--- src/rtl/multi_shift_pkg.sv ---
// Shared op/state encodings and carry helper for the multi-step shift controller.
package multi_shift_pkg;

  localparam logic [1:0] OP_SLL = 2'b00;
  localparam logic [1:0] OP_SRL = 2'b01;
  localparam logic [1:0] OP_ROL = 2'b10;
  localparam logic [1:0] OP_ROR = 2'b11;

  typedef enum logic [1:0] {
    IDLE  = 2'b00,
    SHIFT = 2'b01,
    DONE  = 2'b10
  } state_t;

  // Right-moving ops (SRL/ROR) lose bit 0; left-moving ops lose bit 7.
  function automatic logic shifted_out(input logic [7:0] d, input logic [1:0] op);
    return op[0] ? d[0] : d[7];
  endfunction

endpackage

--- src/rtl/multi_shift_ctrl_logic_shift.sv ---
// Single-bit shift/rotate step: one combinational stage fed back by the controller.
module logic_shift
  import multi_shift_pkg::*;
(
  input  logic [7:0] di,
  input  logic [1:0] sel,
  output logic [7:0] so
);

  always_comb begin
    so = di;
    case (sel)
      OP_SLL:  so = {di[6:0], 1'b0};
      OP_SRL:  so = {1'b0, di[7:1]};
      OP_ROL:  so = {di[6:0], di[7]};
      OP_ROR:  so = {di[0], di[7:1]};
      default: so = di;
    endcase
  end

endmodule

--- src/rtl/multi_shift_ctrl.sv ---
// Iterative shifter: accepts a byte/op/count, steps one bit per cycle, holds result until taken.
// Optional carry output enabled by defining SHIFT_CARRY_EN.
module multi_shift_ctrl
  import multi_shift_pkg::*;
#(
  parameter int unsigned CNT_W = 3
) (
  input  logic             clk,
  input  logic             rst,
  input  logic             in_valid,
  output logic             in_ready,
  input  logic [7:0]       in_data,
  input  logic [1:0]       in_op,
  input  logic [CNT_W-1:0] in_cnt,
  output logic             out_valid,
  input  logic             out_ready,
  output logic [7:0]       out_data,
  output logic             busy
`ifdef SHIFT_CARRY_EN
  ,
  output logic             carry
`endif
);

  state_t           state;
  logic [7:0]       data_q;
  logic [1:0]       op_q;
  logic [CNT_W-1:0] cnt_q;
  logic [7:0]       step_data;

  logic_shift u_step (
    .di  (data_q),
    .sel (op_q),
    .so  (step_data)
  );

  always_ff @(posedge clk) begin
    if (rst) begin
      state     <= IDLE;
      in_ready  <= 1'b1;
      out_valid <= 1'b0;
      busy      <= 1'b0;
      out_data  <= '0;
      data_q    <= '0;
      op_q      <= OP_SLL;
      cnt_q     <= '0;
`ifdef SHIFT_CARRY_EN
      carry     <= 1'b0;
`endif
    end else begin
      case (state)
        IDLE: begin
          if (in_valid && in_ready) begin
            data_q   <= in_data;
            op_q     <= in_op;
            cnt_q    <= in_cnt;
            in_ready <= 1'b0;
            busy     <= 1'b1;
`ifdef SHIFT_CARRY_EN
            carry    <= 1'b0;
`endif
            // Zero count skips SHIFT so the result appears one cycle after accept.
            if (in_cnt == '0) begin
              state     <= DONE;
              out_valid <= 1'b1;
              out_data  <= in_data;
            end else begin
              state <= SHIFT;
            end
          end
        end
        SHIFT: begin
          data_q <= step_data;
          cnt_q  <= cnt_q - CNT_W'(1);
`ifdef SHIFT_CARRY_EN
          carry  <= shifted_out(data_q, op_q);
`endif
          if (cnt_q == CNT_W'(1)) begin
            state     <= DONE;
            out_valid <= 1'b1;
            out_data  <= step_data;
          end
        end
        DONE: begin
          if (out_ready) begin
            state     <= IDLE;
            out_valid <= 1'b0;
            busy      <= 1'b0;
            in_ready  <= 1'b1;
          end
        end
        default: state <= IDLE;
      endcase
    end
  end

endmodule

--- config.mk ---
export PLATFORM = sky130hd
export DESIGN_NAME = multi_shift_ctrl
export DESIGN_NICKNAME = d
export VERILOG_FILES = /design/src/rtl/multi_shift_pkg.sv /design/src/rtl/multi_shift_ctrl_logic_shift.sv /design/src/rtl/multi_shift_ctrl.sv
export SDC_FILE = /design/constraint.sdc
export NUM_CORES = 1
export LEC_CHECK = 0
export BUFFER_PORTS_ARGS = -buffer_cell sky130_fd_sc_hd__buf_2
export CORE_ASPECT_RATIO = 1.4
export CORE_MARGIN = 4
export CORE_UTILIZATION = 37
export CTS_BUF_LIST = sky130_fd_sc_hd__clkbuf_2 sky130_fd_sc_hd__clkbuf_4 sky130_fd_sc_hd__clkbuf_8
export DETAILED_ROUTE_END_ITERATION = 12
export GPL_ROUTABILITY_DRIVEN = 0
export PLACE_DENSITY = 0.58
export SYNTH_ARGS = -nofsm -noshare
export SYNTH_HDL_FRONTEND = slang
export SYNTH_SLANG_ARGS = --single-unit
--- constraint.sdc ---
create_clock -name clk -period 4 [get_ports clk]
set_input_delay 1 -clock clk [delete_from_list [all_inputs] [get_ports clk]]
set_output_delay 1 -clock clk [all_outputs]
set_load 0.005 [all_outputs]
# Yosys cells after proc, flatten, opt, wreduce, memory -nomap -nowiden
# Cells that the tools add are included.
# op_classes
n_reduce_logical	13
mux	24
eq_ne	10
n_addsub	1
# ops
cell	count
two-way mux 8 bit	4
case mux 8 bit (2 select lines)	2
case mux 8 bit (4 select lines)	1
two-way mux 2 bit	4
inequality test 2 bit (second input constant)	4
two-way mux 1 bit	7
equality test 2 bit (second input constant)	3
case mux 2 bit (3 select lines)	1
case mux 3 bit (2 select lines)	1
AND reduction 3 bit	2
AND reduction 5 bit	1
equality test 2 x 1 -> 1 bit (second input constant)	2
zero test 2 bit	2
case mux 1 bit (2 select lines)	2
AND reduction 2 bit	2
AND reduction 4 bit	1
nonzero test 2 bit	2
equality test 3 x 1 -> 1 bit (second input constant)	1
zero test 3 bit	1
two-way mux 3 bit	1
case mux 1 bit (3 select lines)	1
nonzero test 3 bit	1
subtractor 3 x 1 -> 3 bit (second input constant)	1
logical AND 1 bit	1
# totals
output_inout_bits	11
regBits	26
word_cells	56
input_bits	17

# Depth between registers and ports, before layout
# Gate-level depths: netlist of run 1.
# depth
depth_word	4
mapped_depth	7
ltp_nobuf	5

# Modules after synthesis
# From an unflattened synthesis of run 1, not the netlist that was laid out.
# hier_totals
hier_cells	148
hier_area_um2	1461.4
# by_module_without_submodules
mod	area_per_inst_um2	n_inst	cells_each
multi_shift_ctrl	1333.8	1	135
logic_shift	127.6	1	13

# Worst setup path after synthesis of run 1
# No wires, ideal clock.
# synth_timing
kind	input -> register
startpoint	input in_cnt[1]
endpoint	register out_valid
setup_time_ns	0.086
arrival_time_ns	2.077
n_path_buf	1
required_time_ns	3.914
setup_slack_ns	1.836
cell_stages	4
path_cell_list	or3_4 > buf_6 > or3_1 > a221oi_2
# synth_via
elab_chain_len	3
# synth_lines
item	line	text
start, declared	multi_shift_ctrl.sv:14	input logic [CNT_W-1:0] in_cnt,
zero test 3 bit	multi_shift_ctrl.sv:63	if (in_cnt == '0) begin
inequality test 2 bit (no source line)	--	
AND reduction 5 bit (no source line)	--	
end signal, assigned	multi_shift_ctrl.sv:65	out_valid <= 1'b1;
end signal, assigned	multi_shift_ctrl.sv:80	out_valid <= 1'b1;
end signal, assigned	multi_shift_ctrl.sv:87	out_valid <= 1'b0;
end, declared	multi_shift_ctrl.sv:15	output logic out_valid,
# No other way between the ends.
# A chain may end at the register's enable or synchronous reset.

# Worst setup path in the final report of run 1
# layout_timing
startpoint	input in_valid
endpoint	register out_data[0]
# layout_via
elab_chain_len	3
# layout_lines
item	line	text
start, declared	multi_shift_ctrl.sv:10	input logic in_valid,
logical AND 1 bit	multi_shift_ctrl.sv:53	if (in_valid && in_ready) begin
inequality test 2 bit (no source line)	--	
AND reduction 4 bit (no source line)	--	
end signal, assigned	multi_shift_ctrl.sv:66	out_data <= in_data;
end signal, assigned	multi_shift_ctrl.sv:81	out_data <= step_data;
end, declared	multi_shift_ctrl.sv:17	output logic [7:0] out_data,
# No other way between the ends.

==> results of run 1 <==
[routing by layer]
layer / share of wire, % / wire length (um)
met1: 44 / 1500
met3: 5.4 / 184
met5: 0 / 0
met4: 3.2 / 109
met2: 47 / 1600
[worst register-to-register path, cell delays in order (launching register included)]
cell and delay, ns:
sky130_fd_sc_hd__dfxtp_1 0.41, sky130_fd_sc_hd__nand4bb_1 0.61, sky130_fd_sc_hd__buf_4 0.40, sky130_fd_sc_hd__o21a_1 0.29, sky130_fd_sc_hd__o31ai_1 0.27
[logic make-up (layout without fill, tap and decap cells)]
kind of cell	after synthesis	in the layout	share of synthesized area, %
buf+inv	19	37	7.48
compound gates	51	51	27.3
fa+ha+maj	2	2	1.89
mux	6	6	5.11
flops	26	26	39.4
simple gates	50	50	18.8
[sequential cells by signal (all words and copies together), names as in the netlist]
register   flops
cnt_q          3
data_q         8
out_data       8
busy           1
out_valid      1
state          2
op_q           2
in_ready       1
[how the worst max path moves through the flow]
stage / start / end / slack [ns] / cells past startpoint
after floorplan: in_cnt[1] / out_valid / 1.84 / 4
after global placement: in_valid / out_data[6] / 1.45 / 5
after detailed placement: in_valid / out_data[0] / 1.38 / 5
after CTS: in_valid / out_data[0] / 1.67 / 5
after global routing: in_valid / out_data[0] / 1.48 / 5
final: in_valid / out_data[0] / 1.62 / 5
[power by group through the flow]
stage	Sequential [mW]	Combinational, mW	Clock, mW
after detailed placement	0.314	0.131	0
final	0.309	0.131	0.171
after global routing	0.314	0.145	0.186
after floorplan	0.304	0.102	0
after CTS	0.308	0.131	0.175
after global placement	0.313	0.129	0
[cell type report]
cell class | instances | area [um^2]
multi-input cells | 109 | 702
fillers | 364 | 1920
well taps | 40 | 50.0
flip-flops and latches | 26 | 520
repair buffers | 28 | 143
inverters | 5 | 18.8
clock buffers | 4 | 55.1
[layout by cell type, fill, tap and decap left out, drive strengths merged, types with 4 or more instances in the layout]
cell type | Yosys | routed
clkbuf | 5 | 4
nor2 | 8 | 8
o31ai | 8 | 8
nand2 | 27 | 27
a31oi | 9 | 9
dfxtp | 26 | 26
o2111ai | 8 | 8
o21ai | 9 | 9
a21oi | 6 | 6
inv | 5 | 5
mux2 | 6 | 6
buf | 8 | 28
==> run summary, run 1 <==
YOSYS
-----------------------------------------------------------------------------------------------
Share of synthesized area occupied by flip-flops and latches .....................        39.4%
Post-synth cell types ............................................................           35
Yosys synthesis warning count ....................................................            0
Proportion of netlist area held by the largest area contributor ..................        39.4%
Commonest cells in the synthesized netlist ....................................... sky130_fd_sc_hd__nand2_1 (27), sky130_fd_sc_hd__dfxtp_1 (26), sky130_fd_sc_hd__a31oi_1 (9), sky130_fd_sc_hd__o21ai_0 (9)
Number of enable flip-flop cells after synthesis .................................            0
Synth Flop Type .................................................................. sky130_fd_sc_hd__dfxtp_1
#FFs+latches synth ...............................................................           26
Syn_nets .........................................................................          173
Fraction of synthesis flops using an asynchronous set or reset pin ...............           0%
Dominant cell type by area after synthesis ....................................... sky130_fd_sc_hd__dfxtp_1
Syn Std Cell Area ................................................................    1320 um^2
Average size of a mapped cell ....................................................    8.58 um^2
Leading post-synthesis cells by cell area ........................................ sky130_fd_sc_hd__dfxtp_1 (39%), sky130_fd_sc_hd__nand2_1 (7.7%), sky130_fd_sc_hd__o2111ai_1 (5.3%)
Top-count cell post-synth ........................................................ sky130_fd_sc_hd__nand2_1
Count of mapped cells out of synthesis ...........................................          154

CLOCKING
-----------------------------------------------------------------------------------------------
Number of buffers on the longest clock path ......................................            2
Number of buffers created by CTS .................................................            3
Worst-skew pair later-pin latency ................................................      0.27 ns
Cell at the root of the clock tree ............................................... sky130_fd_sc_hd__clkbuf_8
Clock input transition at the sequential cells of the worst setup and hold paths .      0.09 ns
Post-CTS repair timing setup buffer count ........................................            0
Clock sink count .................................................................           26
Clock H-tree levels ..............................................................            1
CTS tree .........................................................................         done
Post-cts sizing count ............................................................            0
Hold-fix buffers, CTS ............................................................            0

TIMING
-----------------------------------------------------------------------------------------------
Pin slew with the least headroom to its limit ....................................     0.781 ns
Final count of pins violating max slew ...........................................            0
Final clock period utilization by the worst path .................................        59.4%
Unrepaired setup endpoints after global routing ..................................           no
Achievable clock frequency .......................................................    0.421 GHz
Final sum of negative setup slack ................................................         0 ns
WHS ..............................................................................     0.471 ns
Final hold violation count .......................................................            0
Final setup violating endpoints ..................................................            0
Least setup slack across all paths after layout ..................................      1.62 ns
Worst-case clock skew ............................................................   0.00566 ns
Final critical delay including setup and external delays .........................      2.38 ns
Max-Slew Margin vs Limit .........................................................        47.8%

PWR
-----------------------------------------------------------------------------------------------
Combinational share of power .....................................................        21.4%
Largest vdd supply drop ..........................................................     0.220 mV
Switching Fraction ...............................................................        29.8%
Leakage dissipation ..............................................................     0.589 nW
Clock power frac .................................................................        28.1%
Proportion of power drawn by flip-flops and latches ..............................        50.5%
PwrDens ..........................................................................  410 nW/um^2
Switching power summed over all nets .............................................     0.182 mW
Internal .........................................................................     0.429 mW
Total power draw .................................................................     0.611 mW

DIE
-----------------------------------------------------------------------------------------------
Row cnt ..........................................................................           25
Initial Util .....................................................................        38.8%
Width of the die .................................................................      58.5 um
I/O pins .........................................................................           28
Overall die area .................................................................    4600 um^2
Core ar. .........................................................................    3410 um^2
Vertical die dimension ...........................................................      78.7 um

SETUP PATH
-----------------------------------------------------------------------------------------------
R2R setup slack ..................................................................      1.94 ns
CP max stage cell ................................................................ sky130_fd_sc_hd__nand4bb_1
Crit path DAT ....................................................................      2.57 ns
Endpoint class of the critical path ..............................................         flop
Combined buffer and inverter count along the critical path .......................            2
Critical R2R Capture .............................................................  out_data[0]
Depth of the worst register-to-register path .....................................            4
Crit-path cells .................................................................. buf_2, nand4bb_1, buf_4, o21a_1, o31ai_1
Critical path's largest stage delay ..............................................      0.50 ns
Worst-path fanout max ............................................................           12
Req. time, crit path .............................................................      4.19 ns
Family with the most delay on the worst path ..................................... compound AO/OA/AOI/OAI gates
Beginning of the worst register-to-register path .................................     state[1]
Element type at the critical path start ..........................................   input port
Critical path class .............................................................. input port to flop

MIN PATH
-----------------------------------------------------------------------------------------------
Startpoint of the most critical hold path ........................................     cnt_q[1]
Classification of the worst-slack hold path ...................................... flop to flop
Worst Hold Endpoint ..............................................................     cnt_q[1]
Instance count along the most critical hold path .................................            2

ROUTE
-----------------------------------------------------------------------------------------------
Number of DRC violations after detailed-routing iteration 0 ......................           23
DRC violation count after routing ................................................            0
Number of nets still failing antenna checks after routing ........................            0
Pre-Repair DR Iteration Count ....................................................            4
DR vias ..........................................................................         1195
Via density per instance .........................................................         5.64
Per-cell routed wire length ......................................................      16.0 um
Routed wire length ...............................................................      3390 um

GLOBAL ROUTE
-----------------------------------------------------------------------------------------------
Global-route wire length before repair ...........................................      5490 um
Global Route Usage Sum ...........................................................        15.5%
Global routing usage on met3 .....................................................        3.41%
Vias in the first global route ...................................................         1156
Met2 usage in global routing .....................................................        24.9%
Met1 GRT Util ....................................................................        18.4%
Leftover overflow at the end of global routing ...................................            0
Layer carrying the most global-route usage .......................................         met2
Pin count of the biggest net entering global routing .............................           19
Initial antenna violation count ..................................................            0

PLACE
-----------------------------------------------------------------------------------------------
Post-detailed-placement cell area ................................................    1430 um^2
Post-detailed-placement half-perimeter wirelength ................................      2490 um
Post-placement setup slack .......................................................      1.38 ns
Buffers on Ports .................................................................           27
Number of placed instances, taps included ........................................          208

CELLS AND AREA
-----------------------------------------------------------------------------------------------
Ant diodes .......................................................................            0
Area growth from synthesis to layout .............................................        12.7%
Final instance count without filler cells ........................................          212
Total Nets Final .................................................................          192
Fraction of layout cells with a size suffix above 1 ..............................        24.4%
Summed area of non-filler cells in the final layout ..............................    1490 um^2
Post-Route Utilization ...........................................................        43.7%

STATUS
-----------------------------------------------------------------------------------------------
Run status ....................................................................... complete, no violations

JOB
-----------------------------------------------------------------------------------------------
Max Cap Violations ...............................................................            0

No activity file was read; power rests on OpenSTA's default activity.
==> inputs of run 2 (changes only) <==
- clock period: 4 -> 2.35 ns (I/O delays scaled with it)
==> run summary, run 2 (synthesis results as in run 1) <==
PWR
-----------------------------------------------------------------------------------------------
Largest vdd supply drop ..........................................................     0.274 mV   was 0.220 mV
Clock power frac .................................................................        27.7%   was 28.1%
Leakage dissipation ..............................................................     0.594 nW   was 0.589 nW
Internal .........................................................................     0.732 mW   was 0.429 mW
Combinational share of power .....................................................        21.5%   was 21.4%
Proportion of power drawn by flip-flops and latches ..............................        50.8%   was 50.5%
Switching Fraction ...............................................................        29.3%   was 29.8%
Switching power summed over all nets .............................................     0.303 mW   was 0.182 mW
PwrDens ..........................................................................  692 nW/um^2   was 410 nW/um^2

SETUP PATH
-----------------------------------------------------------------------------------------------
Element type at the critical path start ..........................................         flop   was input port
Endpoint class of the critical path ..............................................         flop   unchanged
Req. time, crit path .............................................................      2.53 ns   was 4.19 ns
Crit path DAT ....................................................................      1.90 ns   was 2.57 ns
Worst-path fanout max ............................................................           18   was 12
Critical path class .............................................................. flop to flop   was input port to flop
R2R setup slack ..................................................................      0.63 ns   was 1.94 ns

CELLS AND AREA
-----------------------------------------------------------------------------------------------
Fill cells .......................................................................          331   was 364
Ant diodes .......................................................................            0   unchanged
Fraction of layout cells with a size suffix above 1 ..............................        24.9%   was 24.4%
Area used by multi-input combinational logic .....................................     702 um^2   unchanged
Total Nets Final .................................................................          193   was 192
Seq. cell area ...................................................................     520 um^2   unchanged
Highest-count cells in the layout ignoring fill and taps ......................... sky130_fd_sc_hd__nand2_1 (27), sky130_fd_sc_hd__buf_2 (27), sky130_fd_sc_hd__dfxtp_1 (26)   unchanged
Area growth from synthesis to layout .............................................        13.3%   was 12.7%
Top Registers .................................................................... data_q (8), out_data (8), cnt_q (3)   unchanged

ROUTE
-----------------------------------------------------------------------------------------------
Per-cell routed wire length ......................................................      15.2 um   was 16.0 um
DRC violation count after routing ................................................            0   unchanged
DR vias ..........................................................................         1218   was 1195
Number of DRC violations after detailed-routing iteration 0 ......................           29   was 23
Routed wire length ...............................................................      3240 um   was 3390 um
Pre-Repair DR Iteration Count ....................................................            4   unchanged
Via density per instance .........................................................         5.72   was 5.64
Number of nets still failing antenna checks after routing ........................            0   unchanged

CLOCKING
-----------------------------------------------------------------------------------------------
Number of buffers created by CTS .................................................            3   unchanged
Worst-skew pair later-pin latency ................................................      0.27 ns   about the same
Clock H-tree levels ..............................................................            1   unchanged
Clock sink count .................................................................           26   unchanged
CTS tree .........................................................................         done   unchanged
Number of buffers on the longest clock path ......................................            2   unchanged
Hold-fix buffers, CTS ............................................................            0   unchanged
Post-cts sizing count ............................................................            0   unchanged
Post-CTS repair timing setup buffer count ........................................            0   unchanged
Cell at the root of the clock tree ............................................... sky130_fd_sc_hd__clkbuf_8   unchanged
Clock input transition at the sequential cells of the worst setup and hold paths .      0.09 ns   about the same

GLOBAL ROUTE
-----------------------------------------------------------------------------------------------
Global Route Usage Sum ...........................................................        15.0%   was 15.5%
Initial antenna violation count ..................................................            0   unchanged
Leftover overflow at the end of global routing ...................................            0   unchanged
Vias in the first global route ...................................................         1144   was 1156
Pin count of the biggest net entering global routing .............................           19   unchanged
Global-route wire length before repair ...........................................      5310 um   was 5490 um

DIE
-----------------------------------------------------------------------------------------------
Overall die area .................................................................    4600 um^2   unchanged
Initial Util .....................................................................        38.8%   unchanged
I/O pins .........................................................................           28   unchanged
Vertical die dimension ...........................................................      78.7 um   unchanged
Core ar. .........................................................................    3410 um^2   unchanged
Row cnt ..........................................................................           25   unchanged
Width of the die .................................................................      58.5 um   unchanged

MIN PATH
-----------------------------------------------------------------------------------------------
Classification of the worst-slack hold path ...................................... flop to flop   unchanged

TIMING
-----------------------------------------------------------------------------------------------
Worst-case clock skew ............................................................   0.00211 ns   was 0.00566 ns
Max-Slew Margin vs Limit .........................................................        47.4%   was 47.8%
Unrepaired setup endpoints after global routing ..................................           no   unchanged
Final hold violation count .......................................................            0   unchanged
Final sum of negative setup slack ................................................         0 ns   unchanged
Pin slew with the least headroom to its limit ....................................     0.787 ns   was 0.781 ns
WHS ..............................................................................     0.479 ns   was 0.471 ns
Final clock period utilization by the worst path .................................        73.1%
Final setup violating endpoints ..................................................            0   unchanged
Final count of pins violating max slew ...........................................            0   unchanged
Final critical delay including setup and external delays .........................      1.72 ns
Achievable clock frequency .......................................................    0.582 GHz

PLACE
-----------------------------------------------------------------------------------------------
Post-detailed-placement half-perimeter wirelength ................................      2430 um   was 2490 um
Buffers on Ports .................................................................           27   unchanged

JOB
-----------------------------------------------------------------------------------------------
Max Cap Violations ...............................................................            0   unchanged

STATUS
-----------------------------------------------------------------------------------------------
Run status ....................................................................... complete, no violations   unchanged

## run 2: cell count changes in the layout (fill, tap and decap cells not counted)
cell,before,now
sky130_fd_sc_hd__buf_4,1,2
## run 2: power by group through the flow
stage / sequential, mW / combinational, mW / clock [mW]
floorplan: 0.518 / 0.173 / 0
global placement: 0.534 / 0.219 / 0
detailed placement: 0.535 / 0.224 / 0
CTS: 0.525 / 0.225 / 0.299
global route: 0.532 / 0.251 / 0.313
finish: 0.526 / 0.223 / 0.287
## run 2: path summary, 6_finish.rpt
path	start	end	depth (start not counted)
hold / removal	cnt_q[1]	cnt_q[1]	2
setup / recovery	state[1]	out_data[2]	3
hold reg to reg	cnt_q[1]	cnt_q[1]	2
setup reg to reg	state[1]	out_data[2]	3
## run 2: area by class of cell
type                       instances  area share, %
clock buffer                       4           3.68
inverter                           5           1.25
multi-input combinational        109           46.9
sequential                        26           34.8
tap                               40           3.34
timing repair buffer              29           10.0
## run 2: routing by layer
metal | routed length (um) | vias to the layer above | global-route usage [%] | part of all wire [%]
met5 | 0 | - | 0 | 0
met4 | 83 | 0 | 8.35 | 2.6
met3 | 172 | 8 | 2.93 | 5.3
met2 | 1590 | 29 | 24.3 | 49
met1 | 1400 | 578 | 18.1 | 43
li1 | - | 603 | - | -
## run 2: critical path: stages (launching register included)
cell                       delay, ns
sky130_fd_sc_hd__dfxtp_1        0.50
sky130_fd_sc_hd__nand2b_1       0.55
sky130_fd_sc_hd__o21ai_0        0.29
sky130_fd_sc_hd__o31ai_1        0.29
## run 2: metrics by stage
stage / util [%] / setup slack (ns) / instance area, um^2 / power [mW] / cells
6_report: 43.9 / 0.633 / 1500 / 1.04 / 213
5_1_grt: 43.9 / 0.417 / 1500 / 1.10 / 213
4_1_cts: 43.9 / 0.624 / 1500 / 1.05 / 213
3_5_place_dp: 42.3 / 0.496 / 1440 / 0.759 / 209
3_3_place_gp: 42.3 / 0.525 / 1440 / 0.753 / 209
2_1_floorplan: - / 0.599 / 1320 / 0.691 / 154
==> inputs of run 3 (changes only) <==
- PLACE_DENSITY: 0.58 -> 0.6
- clock period: 2.35 -> 1.5 ns (I/O delays scaled with it)
==> run summary, run 3 (synthesis results as in run 1) <==
CELLS AND AREA
-----------------------------------------------------------------------------------------------
Post-Route Utilization ...........................................................        48.6%   was 43.9%
Top Registers .................................................................... data_q (8), out_data (8), cnt_q (3)   unchanged
Area growth from synthesis to layout .............................................        25.5%   was 13.3%
Total Nets Final .................................................................          209   was 193
Highest-count cells in the layout ignoring fill and taps ......................... sky130_fd_sc_hd__nand2_1 (27), sky130_fd_sc_hd__buf_2 (27), sky130_fd_sc_hd__dfxtp_1 (24)   was sky130_fd_sc_hd__nand2_1 (27), sky130_fd_sc_hd__buf_2 (27), sky130_fd_sc_hd__dfxtp_1 (26)
Ant diodes .......................................................................            0   unchanged
Fraction of layout cells with a size suffix above 1 ..............................        34.4%   was 24.9%

CLOCKING
-----------------------------------------------------------------------------------------------
Number of buffers on the longest clock path ......................................            2   unchanged
Hold-fix buffers, CTS ............................................................            0   unchanged
Clock sink count .................................................................           26   unchanged
CTS tree .........................................................................         done   unchanged
Number of buffers created by CTS .................................................            3   unchanged
Post-CTS repair timing setup buffer count ........................................            0   unchanged
Cell at the root of the clock tree ............................................... sky130_fd_sc_hd__clkbuf_8   unchanged
Clock input transition at the sequential cells of the worst setup and hold paths .      0.09 ns   about the same
Worst-skew pair later-pin latency ................................................      0.27 ns   about the same
Clock H-tree levels ..............................................................            1   unchanged

SETUP PATH
-----------------------------------------------------------------------------------------------
Endpoint class of the critical path ..............................................         flop   unchanged
Element type at the critical path start ..........................................         flop   unchanged
Req. time, crit path .............................................................      1.68 ns   was 2.53 ns
Critical R2R Capture .............................................................    out_valid   was out_data[2]
Depth of the worst register-to-register path .....................................            4   was 3
Worst setup path startpoint ......................................................     cnt_q[0]   was state[1]
Crit path DAT ....................................................................      1.56 ns   was 1.90 ns
Worst-path fanout max ............................................................            3   was 18
Critical path class .............................................................. flop to flop   unchanged
Beginning of the worst register-to-register path .................................     cnt_q[0]   was state[1]
R2R setup slack ..................................................................      0.13 ns   was 0.63 ns

ROUTE
-----------------------------------------------------------------------------------------------
DR vias ..........................................................................         1293   was 1218
Number of DRC violations after detailed-routing iteration 0 ......................           28   was 29
Via density per instance .........................................................         5.65   was 5.72
Per-cell routed wire length ......................................................      15.8 um   was 15.2 um
Routed wire length ...............................................................      3610 um   was 3240 um
Pre-Repair DR Iteration Count ....................................................            4   unchanged
DRC violation count after routing ................................................            0   unchanged
Number of nets still failing antenna checks after routing ........................            0   unchanged

DIE
-----------------------------------------------------------------------------------------------
I/O pins .........................................................................           28   unchanged
Width of the die .................................................................      58.5 um   unchanged
Overall die area .................................................................    4600 um^2   unchanged
Core ar. .........................................................................    3410 um^2   unchanged
Vertical die dimension ...........................................................      78.7 um   unchanged
Initial Util .....................................................................        38.8%   unchanged
Row cnt ..........................................................................           25   unchanged

JOB
-----------------------------------------------------------------------------------------------
Max Cap Violations ...............................................................            0   unchanged

TIMING
-----------------------------------------------------------------------------------------------
Final count of pins violating max slew ...........................................            0   unchanged
Final clock period utilization by the worst path .................................        91.7%   was 73.1%
Worst-case clock skew ............................................................   0.00306 ns   was 0.00211 ns
Final critical delay including setup and external delays .........................      1.37 ns   was 1.72 ns
Final sum of negative setup slack ................................................         0 ns   unchanged
Final hold violation count .......................................................            0   unchanged
Max-Slew Margin vs Limit .........................................................        71.7%   was 47.4%
Final setup violating endpoints ..................................................            0   unchanged
Pin slew with the least headroom to its limit ....................................     0.420 ns   was 0.787 ns
Least setup slack across all paths after layout ..................................     0.125 ns   was 0.633 ns
WHS ..............................................................................     0.335 ns   was 0.479 ns
Achievable clock frequency .......................................................    0.727 GHz   was 0.582 GHz
Unrepaired setup endpoints after global routing ..................................           no   unchanged

PWR
-----------------------------------------------------------------------------------------------
Total power draw .................................................................      1.71 mW   was 1.04 mW
Leakage dissipation ..............................................................     0.679 nW   was 0.594 nW
Internal .........................................................................      1.21 mW   was 0.732 mW
Switching Fraction ...............................................................        29.2%   was 29.3%
Switching power summed over all nets .............................................     0.498 mW   was 0.303 mW
PwrDens .......................................................................... 1030 nW/um^2   was 692 nW/um^2
Clock power frac .................................................................        26.3%   was 27.7%
Largest vdd supply drop ..........................................................     0.721 mV   was 0.274 mV
Proportion of power drawn by flip-flops and latches ..............................        48.3%   was 50.8%
Combinational share of power .....................................................        25.4%   was 21.5%

GLOBAL ROUTE
-----------------------------------------------------------------------------------------------
Initial antenna violation count ..................................................            0   unchanged
Global Route Usage Sum ...........................................................        16.5%   was 15.0%
Pin count of the biggest net entering global routing .............................           15   was 19
Met1 GRT Util ....................................................................        20.2%   was 18.1%
Global routing usage on met3 .....................................................        2.60%   was 2.93%
Layer carrying the most global-route usage .......................................         met2   unchanged
Global-route wire length before repair ...........................................      5970 um   was 5310 um
Met2 usage in global routing .....................................................        28.1%   was 24.3%
Vias in the first global route ...................................................         1252   was 1144
Leftover overflow at the end of global routing ...................................            0   unchanged

PLACE
-----------------------------------------------------------------------------------------------
Post-placement setup slack .......................................................   -0.0721 ns   was 0.496 ns
Buffers on Ports .................................................................           27   unchanged
Post-detailed-placement half-perimeter wirelength ................................      2690 um   was 2430 um

MIN PATH
-----------------------------------------------------------------------------------------------
Worst Hold Endpoint ..............................................................      op_q[0]   was cnt_q[1]
Startpoint of the most critical hold path ........................................     in_op[0]   was cnt_q[1]
Classification of the worst-slack hold path ...................................... input port to flop   was flop to flop
Instance count along the most critical hold path .................................            3   was 2

STATUS
-----------------------------------------------------------------------------------------------
Run status ....................................................................... complete, no violations   unchanged

## run 3: changes by cell type in the layout (fill, tap and decap cells not counted), sizes merged
cell	delta
buf	+16
## run 3: metal layers
metal | part of all wire, % | routed length (um)
met1 | 42 | 1500
met2 | 51 | 1850
met3 | 4.9 | 178
met4 | 2.2 | 80
met5 | 0 | 0
## run 3: how the worst max path moves through the flow
| stage | slack [ns] | depth (start not counted) | endpoint |
|---|---|---|---|
| after CTS | 0.002 | 5 | out_data[6] |
| after floorplan | -0.002 | 4 | out_valid |
| final | 0.13 | 4 | out_valid |
| after global placement | -0.01 | 4 | out_data[7] |
| after global routing | 0.03 | 5 | out_data[5] |
| after detailed placement | -0.07 | 4 | out_data[1] |
## run 3: cell type report
type,instances,area (um^2)
fill,330,1750
clock buffer,4,55.1
inverter,5,18.8
tap,40,50.0
multi-input combinational,109,728
sequential,26,523
timing repair buffer,45,283
## run 3: critical path, cell delays in order, from the launching register on
cell,delay [ns]
sky130_fd_sc_hd__dfxtp_1,0.38
sky130_fd_sc_hd__ha_1,0.18
sky130_fd_sc_hd__or2b_1,0.26
sky130_fd_sc_hd__o21ba_2,0.21
sky130_fd_sc_hd__a221oi_2,0.27
## run 3: power by group through the flow
stage / Sequential [mW] / Clock (mW) / Combinational, mW
finish: 0.825 / 0.449 / 0.434
CTS: 0.820 / 0.468 / 0.424
floorplan: 0.812 / 0 / 0.271
detailed placement: 0.835 / 0 / 0.418
global route: 0.836 / 0.500 / 0.479
global placement: 0.832 / 0 / 0.413
## run 3: through the flow
step | instance area (um^2) | cells
after floorplan | 1320 | 154
after CTS | 1640 | 229
after detailed placement | 1570 | 225
after global routing | 1660 | 229
after global placement | 1570 | 225
final | 1660 | 229
## run 3: timing repair
action / in CTS / in global routing
gates resized for setup: 2 / 6
pin swaps: 0 / 0
setup endpoints to repair: 8 / 13
